[src/rtl/sparc_ifu_mthrfsm_pkg.sv]
// Shared thread-state encodings (the established 5-bit TCR values) and a
// legality helper used by the per-thread FSM cores and the scheduler.
package sparc_ifu_mthrfsm_pkg;

    localparam int THRFSM_W = 5;

    localparam logic [THRFSM_W-1:0] THRFSM_IDLE     = 5'b00000;
    localparam logic [THRFSM_W-1:0] THRFSM_WAIT     = 5'b00001;
    localparam logic [THRFSM_W-1:0] THRFSM_HALT     = 5'b00010;
    localparam logic [THRFSM_W-1:0] THRFSM_RUN      = 5'b00101;
    localparam logic [THRFSM_W-1:0] THRFSM_SPEC_RUN = 5'b00111;
    localparam logic [THRFSM_W-1:0] THRFSM_SPEC_RDY = 5'b10011;
    localparam logic [THRFSM_W-1:0] THRFSM_RDY      = 5'b11001;

    // True for the seven encoded states; anything else is a corrupted TCR.
    function automatic logic thrfsm_legal(input logic [THRFSM_W-1:0] s);
        logic ok;
        case (s)
            THRFSM_IDLE, THRFSM_WAIT, THRFSM_HALT, THRFSM_RUN,
            THRFSM_SPEC_RUN, THRFSM_SPEC_RDY, THRFSM_RDY: ok = 1'b1;
            default:                                      ok = 1'b0;
        endcase
        return ok;
    endfunction

endpackage

[src/rtl/sparc_ifu_mthrfsm_if.sv]
// Per-thread event inputs and thread status outputs of the multi-thread FSM.
// The switch logic drives the master side; the FSM block takes the slave side.
interface sparc_ifu_mthrfsm_if #(
    parameter int N_THR = 4
);
    logic [N_THR-1:0]   completion;
    logic [N_THR-1:0]   spec_ld;
    logic [N_THR-1:0]   ldhit;
    logic [N_THR-1:0]   stall;
    logic [N_THR-1:0]   int_activate;
    logic [N_THR-1:0]   halt_thread;
    logic [N_THR-1:0]   start_thread;
    logic [N_THR-1:0]   nuke_thread;
    logic [N_THR-1:0]   thaw_thread;
    logic [N_THR-1:0]   rst_thread;
    logic               switch_out;
    logic               sw_cond;

    logic [5*N_THR-1:0] thr_state;
    logic [N_THR-1:0]   sched_thr;
    logic [N_THR-1:0]   run_thr;
    logic [N_THR-1:0]   wait_to;
    logic [N_THR-1:0]   illegal_state;

    modport master (
        output completion, spec_ld, ldhit, stall, int_activate, halt_thread,
               start_thread, nuke_thread, thaw_thread, rst_thread,
               switch_out, sw_cond,
        input  thr_state, sched_thr, run_thr, wait_to, illegal_state
    );

    modport slave (
        input  completion, spec_ld, ldhit, stall, int_activate, halt_thread,
               start_thread, nuke_thread, thaw_thread, rst_thread,
               switch_out, sw_cond,
        output thr_state, sched_thr, run_thr, wait_to, illegal_state
    );

endinterface

[src/rtl/sparc_ifu_thrfsm_core.sv]
// One hardware thread: TCR state machine, WAIT-duration counter with a single
// timeout pulse per WAIT visit, and an unencoded-state flag.
module sparc_ifu_thrfsm_core
    import sparc_ifu_mthrfsm_pkg::*;
#(
    parameter int TO_W    = 10,
    parameter int WAIT_TO = 512
) (
    input  logic                clk,
    input  logic                arst_l,
    input  logic                completion,
    input  logic                spec_ld,
    input  logic                ldhit,
    input  logic                stall,
    input  logic                int_activate,
    input  logic                halt_thread,
    input  logic                start_thread,
    input  logic                nuke_thread,
    input  logic                thaw_thread,
    input  logic                rst_thread,
    input  logic                sched,
    input  logic                switch_out,
    input  logic                sw_cond,
    output logic [THRFSM_W-1:0] state,
    output logic                running,
    output logic                wait_to,
    output logic                illegal_state
);

    // The counter parks one past the pulse value so the pulse cannot repeat.
    localparam logic [TO_W-1:0] TO_SAT  = TO_W'(WAIT_TO);
    localparam logic [TO_W-1:0] TO_LAST = TO_W'((WAIT_TO > 0) ? WAIT_TO - 1 : 0);

    logic [THRFSM_W-1:0] state_reg;
    logic [THRFSM_W-1:0] state_next;
    logic [TO_W-1:0]     cnt_reg;
    logic [TO_W-1:0]     cnt_next;
    logic                run_reg;
    logic                wait_to_reg;
    logic                illegal_reg;
    logic                wait_hit;

    always_comb begin
        state_next = state_reg;
        case (state_reg)
            THRFSM_IDLE: begin
                if (rst_thread | thaw_thread)         state_next = THRFSM_WAIT;
                else if (start_thread)                state_next = THRFSM_RDY;
            end
            THRFSM_HALT: begin
                if (nuke_thread)                      state_next = THRFSM_IDLE;
                else if (rst_thread | thaw_thread)    state_next = THRFSM_WAIT;
                else if (int_activate | start_thread) state_next = THRFSM_RDY;
            end
            THRFSM_RDY: begin
                if (stall)                            state_next = THRFSM_WAIT;
                else if (sched)                       state_next = THRFSM_RUN;
            end
            THRFSM_RUN: begin
                if (stall | sw_cond)                  state_next = THRFSM_WAIT;
                else if (switch_out)                  state_next = THRFSM_RDY;
            end
            THRFSM_WAIT: begin
                if (nuke_thread)                      state_next = THRFSM_IDLE;
                else if (halt_thread)                 state_next = THRFSM_HALT;
                else if (stall)                       state_next = THRFSM_WAIT;
                else if (spec_ld)                     state_next = THRFSM_SPEC_RDY;
                else if (completion)                  state_next = THRFSM_RDY;
            end
            THRFSM_SPEC_RDY: begin
                if (stall)                            state_next = THRFSM_WAIT;
                else if (sched & ~ldhit)              state_next = THRFSM_SPEC_RUN;
                else if (sched & ldhit)               state_next = THRFSM_RUN;
                else if (ldhit)                       state_next = THRFSM_RDY;
            end
            THRFSM_SPEC_RUN: begin
                if (stall | sw_cond)                  state_next = THRFSM_WAIT;
                else if (ldhit & switch_out)          state_next = THRFSM_RDY;
                else if (ldhit)                       state_next = THRFSM_RUN;
                else if (switch_out)                  state_next = THRFSM_SPEC_RDY;
            end
            default: begin
                if (rst_thread)                       state_next = THRFSM_WAIT;
                else if (nuke_thread)                 state_next = THRFSM_IDLE;
            end
        endcase
    end

    // Counter value in a cycle equals the number of earlier consecutive WAIT cycles.
    always_comb begin
        cnt_next = '0;
        if (state_next == THRFSM_WAIT && state_reg == THRFSM_WAIT) begin
            cnt_next = (cnt_reg == TO_SAT) ? cnt_reg : cnt_reg + TO_W'(1);
        end
    end

    assign wait_hit = (WAIT_TO != 0) && (state_next == THRFSM_WAIT) && (cnt_next == TO_LAST);

    always_ff @(posedge clk or negedge arst_l) begin
        if (!arst_l) begin
            state_reg   <= THRFSM_IDLE;
            cnt_reg     <= '0;
            run_reg     <= 1'b0;
            wait_to_reg <= 1'b0;
            illegal_reg <= 1'b0;
        end else begin
            state_reg   <= state_next;
            cnt_reg     <= cnt_next;
            run_reg     <= (state_next == THRFSM_RUN) || (state_next == THRFSM_SPEC_RUN);
            wait_to_reg <= wait_hit;
            illegal_reg <= !thrfsm_legal(state_next);
        end
    end

    assign state         = state_reg;
    assign running       = run_reg;
    assign wait_to       = wait_to_reg;
    assign illegal_state = illegal_reg;

endmodule

[src/rtl/sparc_ifu_mthrfsm.sv]
// N_THR thread state machines plus a round-robin switch scheduler that issues
// at most one ready thread per cycle, and only while no thread is running.
module sparc_ifu_mthrfsm
    import sparc_ifu_mthrfsm_pkg::*;
#(
    parameter int N_THR   = 4,
    parameter int TO_W    = 10,
    parameter int WAIT_TO = 512
) (
    input  logic                 clk,
    input  logic                 arst_l,
    sparc_ifu_mthrfsm_if.slave   bus
);

    localparam int PTR_W = $clog2(N_THR);

    logic [THRFSM_W-1:0] thr_st [N_THR];
    logic [N_THR-1:0]    cand_rdy;
    logic [N_THR-1:0]    cand_spec;
    logic [N_THR-1:0]    sched;
    logic [N_THR-1:0]    run_vec;
    logic [PTR_W-1:0]    ptr_reg;
    logic [PTR_W-1:0]    ptr_next;
    logic [PTR_W-1:0]    pick_idx;

    genvar gi;
    generate
        for (gi = 0; gi < N_THR; gi++) begin : g_thr
            sparc_ifu_thrfsm_core #(
                .TO_W    (TO_W),
                .WAIT_TO (WAIT_TO)
            ) u_core (
                .clk           (clk),
                .arst_l        (arst_l),
                .completion    (bus.completion[gi]),
                .spec_ld       (bus.spec_ld[gi]),
                .ldhit         (bus.ldhit[gi]),
                .stall         (bus.stall[gi]),
                .int_activate  (bus.int_activate[gi]),
                .halt_thread   (bus.halt_thread[gi]),
                .start_thread  (bus.start_thread[gi]),
                .nuke_thread   (bus.nuke_thread[gi]),
                .thaw_thread   (bus.thaw_thread[gi]),
                .rst_thread    (bus.rst_thread[gi]),
                .sched         (sched[gi]),
                .switch_out    (bus.switch_out),
                .sw_cond       (bus.sw_cond),
                .state         (thr_st[gi]),
                .running       (run_vec[gi]),
                .wait_to       (bus.wait_to[gi]),
                .illegal_state (bus.illegal_state[gi])
            );

            assign bus.thr_state[THRFSM_W*gi +: THRFSM_W] = thr_st[gi];

            // A thread stalled this cycle is heading to WAIT, so it is never picked.
            assign cand_rdy[gi]  = (thr_st[gi] == THRFSM_RDY)      & ~bus.stall[gi];
            assign cand_spec[gi] = (thr_st[gi] == THRFSM_SPEC_RDY) & ~bus.stall[gi];
        end
    endgenerate

    // First requester at or after start, wrapping modulo N_THR.
    function automatic logic [N_THR-1:0] rr_pick(input logic [N_THR-1:0] req,
                                                 input logic [PTR_W-1:0] start);
        logic [N_THR-1:0] grant;
        logic [PTR_W:0]   idx;
        logic             found;
        grant = '0;
        found = 1'b0;
        for (int k = 0; k < N_THR; k++) begin
            idx = {1'b0, start} + (PTR_W+1)'(k);
            if (idx >= (PTR_W+1)'(N_THR)) begin
                idx = idx - (PTR_W+1)'(N_THR);
            end
            if (!found && req[idx[PTR_W-1:0]]) begin
                grant[idx[PTR_W-1:0]] = 1'b1;
                found                 = 1'b1;
            end
        end
        return grant;
    endfunction

    // run_vec is registered, so a thread leaving RUN still blocks this cycle.
    always_comb begin
        sched = '0;
        if (run_vec == '0) begin
            if (cand_rdy != '0) begin
                sched = rr_pick(cand_rdy, ptr_reg);
            end else begin
                sched = rr_pick(cand_spec, ptr_reg);
            end
        end
    end

    always_comb begin
        pick_idx = '0;
        for (int k = 0; k < N_THR; k++) begin
            if (sched[k]) begin
                pick_idx = PTR_W'(k);
            end
        end
    end

    assign ptr_next = (pick_idx == PTR_W'(N_THR - 1)) ? '0 : pick_idx + PTR_W'(1);

    always_ff @(posedge clk or negedge arst_l) begin
        if (!arst_l) begin
            ptr_reg <= '0;
        end else if (sched != '0) begin
            ptr_reg <= ptr_next;
        end
    end

    assign bus.sched_thr = sched;
    assign bus.run_thr   = run_vec;

endmodule
[src/flat_wrapper.sv]
// flat-port wrapper written by rule: the top's interface ports become plain ports
module sparc_ifu_mthrfsm_flat import sparc_ifu_mthrfsm_pkg::*;
#(
    parameter int N_THR   = 4,
    parameter int TO_W    = 10,
    parameter int WAIT_TO = 512
)
  (clk, arst_l, bus_completion, bus_spec_ld, bus_ldhit, bus_stall, bus_int_activate, bus_halt_thread, bus_start_thread, bus_nuke_thread, bus_thaw_thread, bus_rst_thread, bus_switch_out, bus_sw_cond, bus_thr_state, bus_sched_thr, bus_run_thr, bus_wait_to, bus_illegal_state);
  sparc_ifu_mthrfsm_if #(.N_THR(N_THR)) bus_i ();
  input  logic clk;
  input  logic arst_l;
  input wire logic [$bits(bus_i.completion)-1:0] bus_completion;
  input wire logic [$bits(bus_i.spec_ld)-1:0] bus_spec_ld;
  input wire logic [$bits(bus_i.ldhit)-1:0] bus_ldhit;
  input wire logic [$bits(bus_i.stall)-1:0] bus_stall;
  input wire logic [$bits(bus_i.int_activate)-1:0] bus_int_activate;
  input wire logic [$bits(bus_i.halt_thread)-1:0] bus_halt_thread;
  input wire logic [$bits(bus_i.start_thread)-1:0] bus_start_thread;
  input wire logic [$bits(bus_i.nuke_thread)-1:0] bus_nuke_thread;
  input wire logic [$bits(bus_i.thaw_thread)-1:0] bus_thaw_thread;
  input wire logic [$bits(bus_i.rst_thread)-1:0] bus_rst_thread;
  input wire logic [$bits(bus_i.switch_out)-1:0] bus_switch_out;
  input wire logic [$bits(bus_i.sw_cond)-1:0] bus_sw_cond;
  output wire logic [$bits(bus_i.thr_state)-1:0] bus_thr_state;
  output wire logic [$bits(bus_i.sched_thr)-1:0] bus_sched_thr;
  output wire logic [$bits(bus_i.run_thr)-1:0] bus_run_thr;
  output wire logic [$bits(bus_i.wait_to)-1:0] bus_wait_to;
  output wire logic [$bits(bus_i.illegal_state)-1:0] bus_illegal_state;
  assign bus_i.completion = bus_completion;
  assign bus_i.spec_ld = bus_spec_ld;
  assign bus_i.ldhit = bus_ldhit;
  assign bus_i.stall = bus_stall;
  assign bus_i.int_activate = bus_int_activate;
  assign bus_i.halt_thread = bus_halt_thread;
  assign bus_i.start_thread = bus_start_thread;
  assign bus_i.nuke_thread = bus_nuke_thread;
  assign bus_i.thaw_thread = bus_thaw_thread;
  assign bus_i.rst_thread = bus_rst_thread;
  assign bus_i.switch_out = bus_switch_out;
  assign bus_i.sw_cond = bus_sw_cond;
  assign bus_thr_state = bus_i.thr_state;
  assign bus_sched_thr = bus_i.sched_thr;
  assign bus_run_thr = bus_i.run_thr;
  assign bus_wait_to = bus_i.wait_to;
  assign bus_illegal_state = bus_i.illegal_state;
  sparc_ifu_mthrfsm #(.N_THR(N_THR), .TO_W(TO_W), .WAIT_TO(WAIT_TO)) u_core (.clk(clk), .arst_l(arst_l), .bus(bus_i));
endmodule
[config.mk]
export PLATFORM = sky130hd
export DESIGN_NAME = sparc_ifu_mthrfsm_flat
export DESIGN_NICKNAME = d
export VERILOG_FILES = /design/src/rtl/sparc_ifu_mthrfsm_pkg.sv /design/src/rtl/sparc_ifu_mthrfsm_if.sv /design/src/rtl/sparc_ifu_thrfsm_core.sv /design/src/rtl/sparc_ifu_mthrfsm.sv /design/src/flat_wrapper.sv
export SDC_FILE = /design/constraint.sdc
export NUM_CORES = 1
export LEC_CHECK = 0
export CORE_MARGIN = 2
export CORE_UTILIZATION = 45
export DETAILED_ROUTE_END_ITERATION = 12
export PLACE_DENSITY = 0.67
export SLEW_MARGIN = 20
export SYNTH_ARGS = -nofsm -noshare
export SYNTH_HDL_FRONTEND = slang
export SYNTH_SLANG_ARGS = --single-unit
[constraint.sdc]
create_clock -name clk -period 4.4 [get_ports clk]
set_input_delay 0.88 -clock clk [delete_from_list [all_inputs] [get_ports clk]]
set_output_delay 0.88 -clock clk [all_outputs]
set_load 0.01 [all_outputs]
======== Yosys cells after proc, flatten, opt, wreduce, memory -nomap -nowiden ========
Index checks and enable logic that the tools add are counted.
word-level totals
  flip-flop bits (word level) ............. 74
  bits of input ports ..................... 44
operators by class
  add/sub/neg operators ................... 12
  magnitude comparators ................... 20
  equality and inequality tests ........... 57
  muxes and demuxes ....................... 208
  bitwise operators ....................... 46
  reduce and logical (&&, ||, !) cells .... 51
operators with widths
  kind                     number
  $mux W5                  96
  $pmux W5 S7              4
  $mux W4                  22
  $eq A5 B3 Y1 const B     16
  $eq A5 B5 Y1 const B     16
  $mux W10                 8
  $mux W2                  23
  $add A10 B1 Y10 const B  4
  $eq A10 B10 Y1 const B   4
  $eq A10 B9 Y1 const B    4
  $eq A5 B1 Y1 const B     8
  $eq A5 B2 Y1 const B     8
  $logic_not A5 Y1         8
  $mux W1                  39
  $reduce_or A7 Y1         4
  $lt A2 B3 Y1 const B     8
  $or A4 B4 Y4             6
  $logic_and A1 B1 Y1      22
  $and A1 B1 Y1            20
  $bmux W1 S2              8
  $demux W1 S2             8
  $ge A2 B1 Y1 const B     8
  $or A1 B1 Y1             12
  $logic_not A1 Y1         10
  other kinds (11)         28

======== Logic depth before layout (Yosys ltp) ========
  depth after elaboration ................. 35
  depth in mapped cells ................... 12

======== By module ========
Synthesis repeated with hierarchy kept, for this count alone.
unflattened totals
  cell total of the unflattened synthesis .. 704
  area, all modules ....................... 6,321.1 um^2
by module, submodules not included
  module                                              times used  cells an instance  area an instance (um^2)
  sparc_ifu_thrfsm_core (u_core.g_thr[2].u_core ...)  2           145                1,280.0
  sparc_ifu_thrfsm_core (u_core.g_thr[0].u_core)      1           137                1,328.8
  sparc_ifu_thrfsm_core (u_core.g_thr[1].u_core)      1           140                1,241.2
  sparc_ifu_mthrfsm                                   1           137                1,191.1

======== Worst setup path after synthesis ========
No wires, ideal clock.
  path kind ............................... input -> output
  start ................................... input bus_stall[1]
  end ..................................... output bus_sched_thr[2]
  data arrival time ....................... 2,935 ps
  required time ........................... 3,520 ps
  setup slack ............................. 585 ps
  stages on the path ...................... 10
  path buffers ............................ 2
  cell sequence ........................... buf_2 -> or3_1 -> or2_1 -> mux4_2 -> nor2_1 -> a22oi_1 -> a211oi_1 -> o221ai_2 -> inv_1 -> buf_4
between the ends
  cells in the longest elaborated chain, start to end .. 22
  elaborated cells on any way between the ends .. 78
  classes of those cells .................. mux: 56; bitwise: 9; reduce/logical: 13
ends and longest elaborated chain
  what                                     RTL line                                          source
  from (decl)                              flat_wrapper.sv:15                                input wire logic [$bits(bus_i.stall)-1:0] bus_stall;
  $not A1 Y1 *                             sparc_ifu_mthrfsm.sv:57, sparc_ifu_mthrfsm.sv:58
  $and A1 B1 Y1, on equally long branches  sparc_ifu_mthrfsm.sv:58, sparc_ifu_mthrfsm.sv:57
  $bmux W1 S2                              sparc_ifu_mthrfsm.sv:75                           if (!found && req[idx[PTR_W-1:0]]) begin
  $mux W1 (not written as such)            sparc_ifu_mthrfsm.sv:75
  $mux W1                                  sparc_ifu_mthrfsm.sv:75
  $mux W1                                  sparc_ifu_mthrfsm.sv:87                           if (cand_rdy != '0) begin
  $mux W1                                  sparc_ifu_mthrfsm.sv:86                           if (run_vec == '0) begin
  $logic_not A1 Y1                         sparc_ifu_mthrfsm.sv:75
  [... 6 more ...]                         --
  $mux W1                                  sparc_ifu_mthrfsm.sv:75
  $mux W1                                  sparc_ifu_mthrfsm.sv:87
  $mux W1                                  sparc_ifu_mthrfsm.sv:86
  $logic_not A1 Y1                         sparc_ifu_mthrfsm.sv:75
  $logic_and A1 B1 Y1                      sparc_ifu_mthrfsm.sv:75
  $mux W4                                  sparc_ifu_mthrfsm.sv:75
  $mux W4 *                                sparc_ifu_mthrfsm.sv:87
  $mux W4 *                                sparc_ifu_mthrfsm.sv:86
  to (decl)                                flat_wrapper.sv:25                                output wire logic [$bits(bus_i.sched_thr)-1:0] bus_sched_thr;
Mark *: on every way between the ends. The rest lies on a longest branch, timed or not. The select of a mux whose other input is x is not followed.

======== Final worst setup path ========
  start ................................... input bus_stall[0]
  end ..................................... output bus_sched_thr[1]
The elaborated chain is that of the path after synthesis.

==> flow_summary.yaml <==
power_and_ir_drop:
  seqPwrFrac_pct: 28.4
  clkPwrFrac_pct: 25.7
  power_density_mw_per_mm2: 425
  power_leakage_uw: 0.00298
  p_switching_uw: 1250
  power_frac_comb_pct: 45.9
  netSwitchingFraction_pct: 39.6
  finalPower_uw: 3170
  cellInternalPower_uw: 1910
  peakVddDrop_mv: 0.219
global_routing:
  antenna_found_initial: 0
  grt_pass1_vias: 5658
  grt_pass1_wl_mm: 28.0
  grt_max_degree: 75
  grt-ovfl-total: 0
  grt_use_total_pct: 24.3
clocking:
  hold_buffers: 0
  clock_sinks: 74
  clkTransAtPathRegs_ps: 60
  cts_made_buffers: 9
  cts_max_level: 3
  cts_tree: "yes"
  root_buffer: "clkbuf_16"
  ctsLongestPathBuffers: 2
  clk_latency_ps: 350
placement:
  pre_cts_slack_ps: -256
  place_inst: 986
  post-dp-hpwl_mm: 12.6
  portBuffers: 79
  gp_congestion: 0.959
setup_path:
  crit_top_cell: "nand2_2"
  critPathRequiredTime_ps: 3520
  crit_path_end_kind: "output port"
  path_delay_family: "buffers and inverters"
  arrival_ps: 3450
  max_stage_delay_ps: 500
  crit_path_start_kind: "input port"
  cp_max_fo: 7
  path_cells: "clkdlybuf4s50_1 -> nand2b_2 -> or3_4 -> mux4_2 -> buf_4 -> nand2_2 -> a211o_1 -> a41oi_2 -> nand2_2 -> inv_2 -> dlygate4sd2_1"
  slowest_stage: "mux4_2"
  worstSetupPathType: "in -> out"
  worst-path-buf-inv: 4
sta:
  relSlewSlack_pct: 35.8
  finalCritPeriodShare_pct: 98.3
  skew_ps: 7.04
  worstMarginPinSlew_ps: 955
  setup_violations: 0
  max_freq_ghz: 0.231
  min_period_ps: 4330
  final_hold_viol_count: 0
  maxSlewViolCount: 0
  fin_ws_ps: 73.3
worst_hold_path:
  hold_path_class: "reg -> reg"
layout:
  nets: 881
  drive_gt1_share_pct: 13.9
  areaGrowthSynthToFinish_pct: 25.3
  final_cell_mix: "90 x nor2_1, 74 x clkdlybuf4s50_1, 74 x dfrtp_1, 53 x nand2_1, 51 x buf_4"
  diodes: 0
  largest_reg_flops: 40
  final_common_cell: "nor2_1"
  fin_cells: 1004
detailed_routing:
  drt_iter0_drc: 459
  drt_pass1_iterations: 5
  wl_mm: 16.8
  via_count: 5918
  drt-wirelength-per-cell_um: 16.7
  drc_errors: 0
  ant_nets: 0
  viasPerCell: 5.89
yosys:
  synth_ff_type: "dfrtp_1"
  synth_fp_nets: 789
  postSynthCellCount: 731
  ys_seq_area_share_pct: 31.1
  syn_area_mm2: 0.00595
  syn_avg_cell_area_um2: 8.14
  ys_ff_latch: 74
  ys_types: 73
  async_flop_share_pct: 100
  yosysWarnings: 0
  synth_edf_count: 0
floorplanning:
  io_pins: 80
  start_util_pct: 45.5
  die_width_um: 119
  core_mm2: 0.0131
  dieHeight_um: 119
  rows: 42
  die_area_mm2: 0.0142
outcome:
  status: "finished clean"
run:
  max-cap-violations: 0
synthesized netlist by cell type (6+ instances only):
library cell / n / area share (%)
dfrtp_1: 74 / 31
inv_1: 30 / 1.9
or4_1: 6 / 0.76
nor4b_1: 6 / 0.88
nand2_1: 55 / 3.5
or3_1: 10 / 1.1
xor2_1: 18 / 2.7
nand3b_1: 9 / 1.1
clkbuf_1: 25 / 1.6
and3_1: 8 / 0.84
nand3_1: 24 / 2.0
nor3_2: 10 / 1.7
a31oi_1: 10 / 1.1
nand2b_1: 19 / 2.0
xnor2_1: 17 / 2.5
nor3_1: 27 / 2.3
nor2b_1: 16 / 1.7
a211oi_1: 6 / 0.76
nand4b_1: 6 / 0.88
mux4_2: 9 / 3.4
o21ai_1: 7 / 0.59
nand4_1: 13 / 1.4
nor4_1: 20 / 2.1
a21oi_1: 42 / 3.5
ha_1: 14 / 2.9
buf_4: 17 / 2.1
o22ai_1: 6 / 0.63
o21ai_0: 32 / 2.7
mux2i_1: 9 / 1.5
nor2_1: 91 / 5.7
power groups by stage:
| stage | Sequential, µW | Clock [µW] | Combinational (µW) |
|---|---|---|---|
| finish | 900 | 814 | 1450 |
| global route | 915 | 866 | 1600 |
| detailed placement | 908 | 0 | 1440 |
| global placement | 904 | 0 | 1430 |
| floorplan | 869 | 0 | 964 |
| CTS | 896 | 833 | 1440 |
worst reg2reg max path: stages (launching register included):
cell,delay [ps]
dfrtp_1,530
and3b_1,300
and2_1,190
mux4_2,480
buf_4,180
and2_1,180
o311ai_2,380
a31oi_4,140
buf_4,180
a221o_1,350
nor2b_1,140
repair_timing:
action | CTS | global route
resized for setup | 11 | 10
endpoints found under the setup margin | 4 | 4
pin swaps | 1 | 3
buffers inserted | 0 | 2
layer usage:
layer	routed length (µm)	part of all wire, %	vias up	global-route usage [%]
met5	0	0	-	0
met4	425	2.5	0	9.52
met3	740	4.4	31	4.65
met2	7990	48	169	38.5
met1	7620	45	2884	32.8
li1	-	-	2834	-
layout make-up:
cell class	instances	area (µm²)
Clock buffer	10	239
Clock inverter	6	90.1
Fill cell	1199	5630
Inverter	33	124
Multi-Input combinational cell	575	3750
Sequential cell	74	1850
Tap cell	176	220
Timing Repair Buffer	130	1180
per-stage QoR:
stage / utilization (%) / TNS, ps / hold slack, ps / instance area (µm²)
6_report: 57.0 / 0 / 561 / 7450
2_1_floorplan: - / 0 / 510 / 5950
4_1_cts: 56.8 / 0 / 562 / 7430
5_1_grt: 57.0 / -11.2 / 627 / 7450
3_3_place_gp: 54.1 / -889 / 542 / 7080
3_5_place_dp: 54.1 / -917 / 543 / 7080
logic make-up (layout without fill, tap and decap cells):
group,Yosys count,in the layout,synth area share (%)
buffers and inverters,82,179,6.48
adders and majority gates,14,14,2.94
and+or+nand+nor,348,348,31.6
xor gates and xnor gates,35,35,5.15
DFF,74,74,31.1
muxes,18,18,4.92
AOI/OAI and AO/OA,160,160,17.7
final timing paths:
kind | startpoint | endpoint | slack, ps | cells after the start
hold / removal | u_core.g_thr[2].u_core.cnt_reg[9]$_DFF_PN0_ | u_core.g_thr[2].u_core.cnt_reg[9]$_DFF_PN0_ | 560 | 2
max in group asynchronous | arst_l | u_core.g_thr[2].u_core.state[0]$_DFF_PN0_ | 3100 | 1
setup / recovery | bus_stall[0] | bus_sched_thr[1] | 70 | 11
setup reg to reg | u_core.g_thr[3].u_core.state[1]$_DFF_PN0_ | u_core.g_thr[0].u_core.running$_DFF_PN0_ | 1230 | 10
min in group asynchronous | arst_l | u_core.g_thr[3].u_core.cnt_reg[1]$_DFF_PN0_ | 670 | 1
hold reg to reg | u_core.g_thr[2].u_core.cnt_reg[9]$_DFF_PN0_ | u_core.g_thr[2].u_core.cnt_reg[9]$_DFF_PN0_ | 560 | 2
Note: power is estimated with default switching activity, not from simulation.
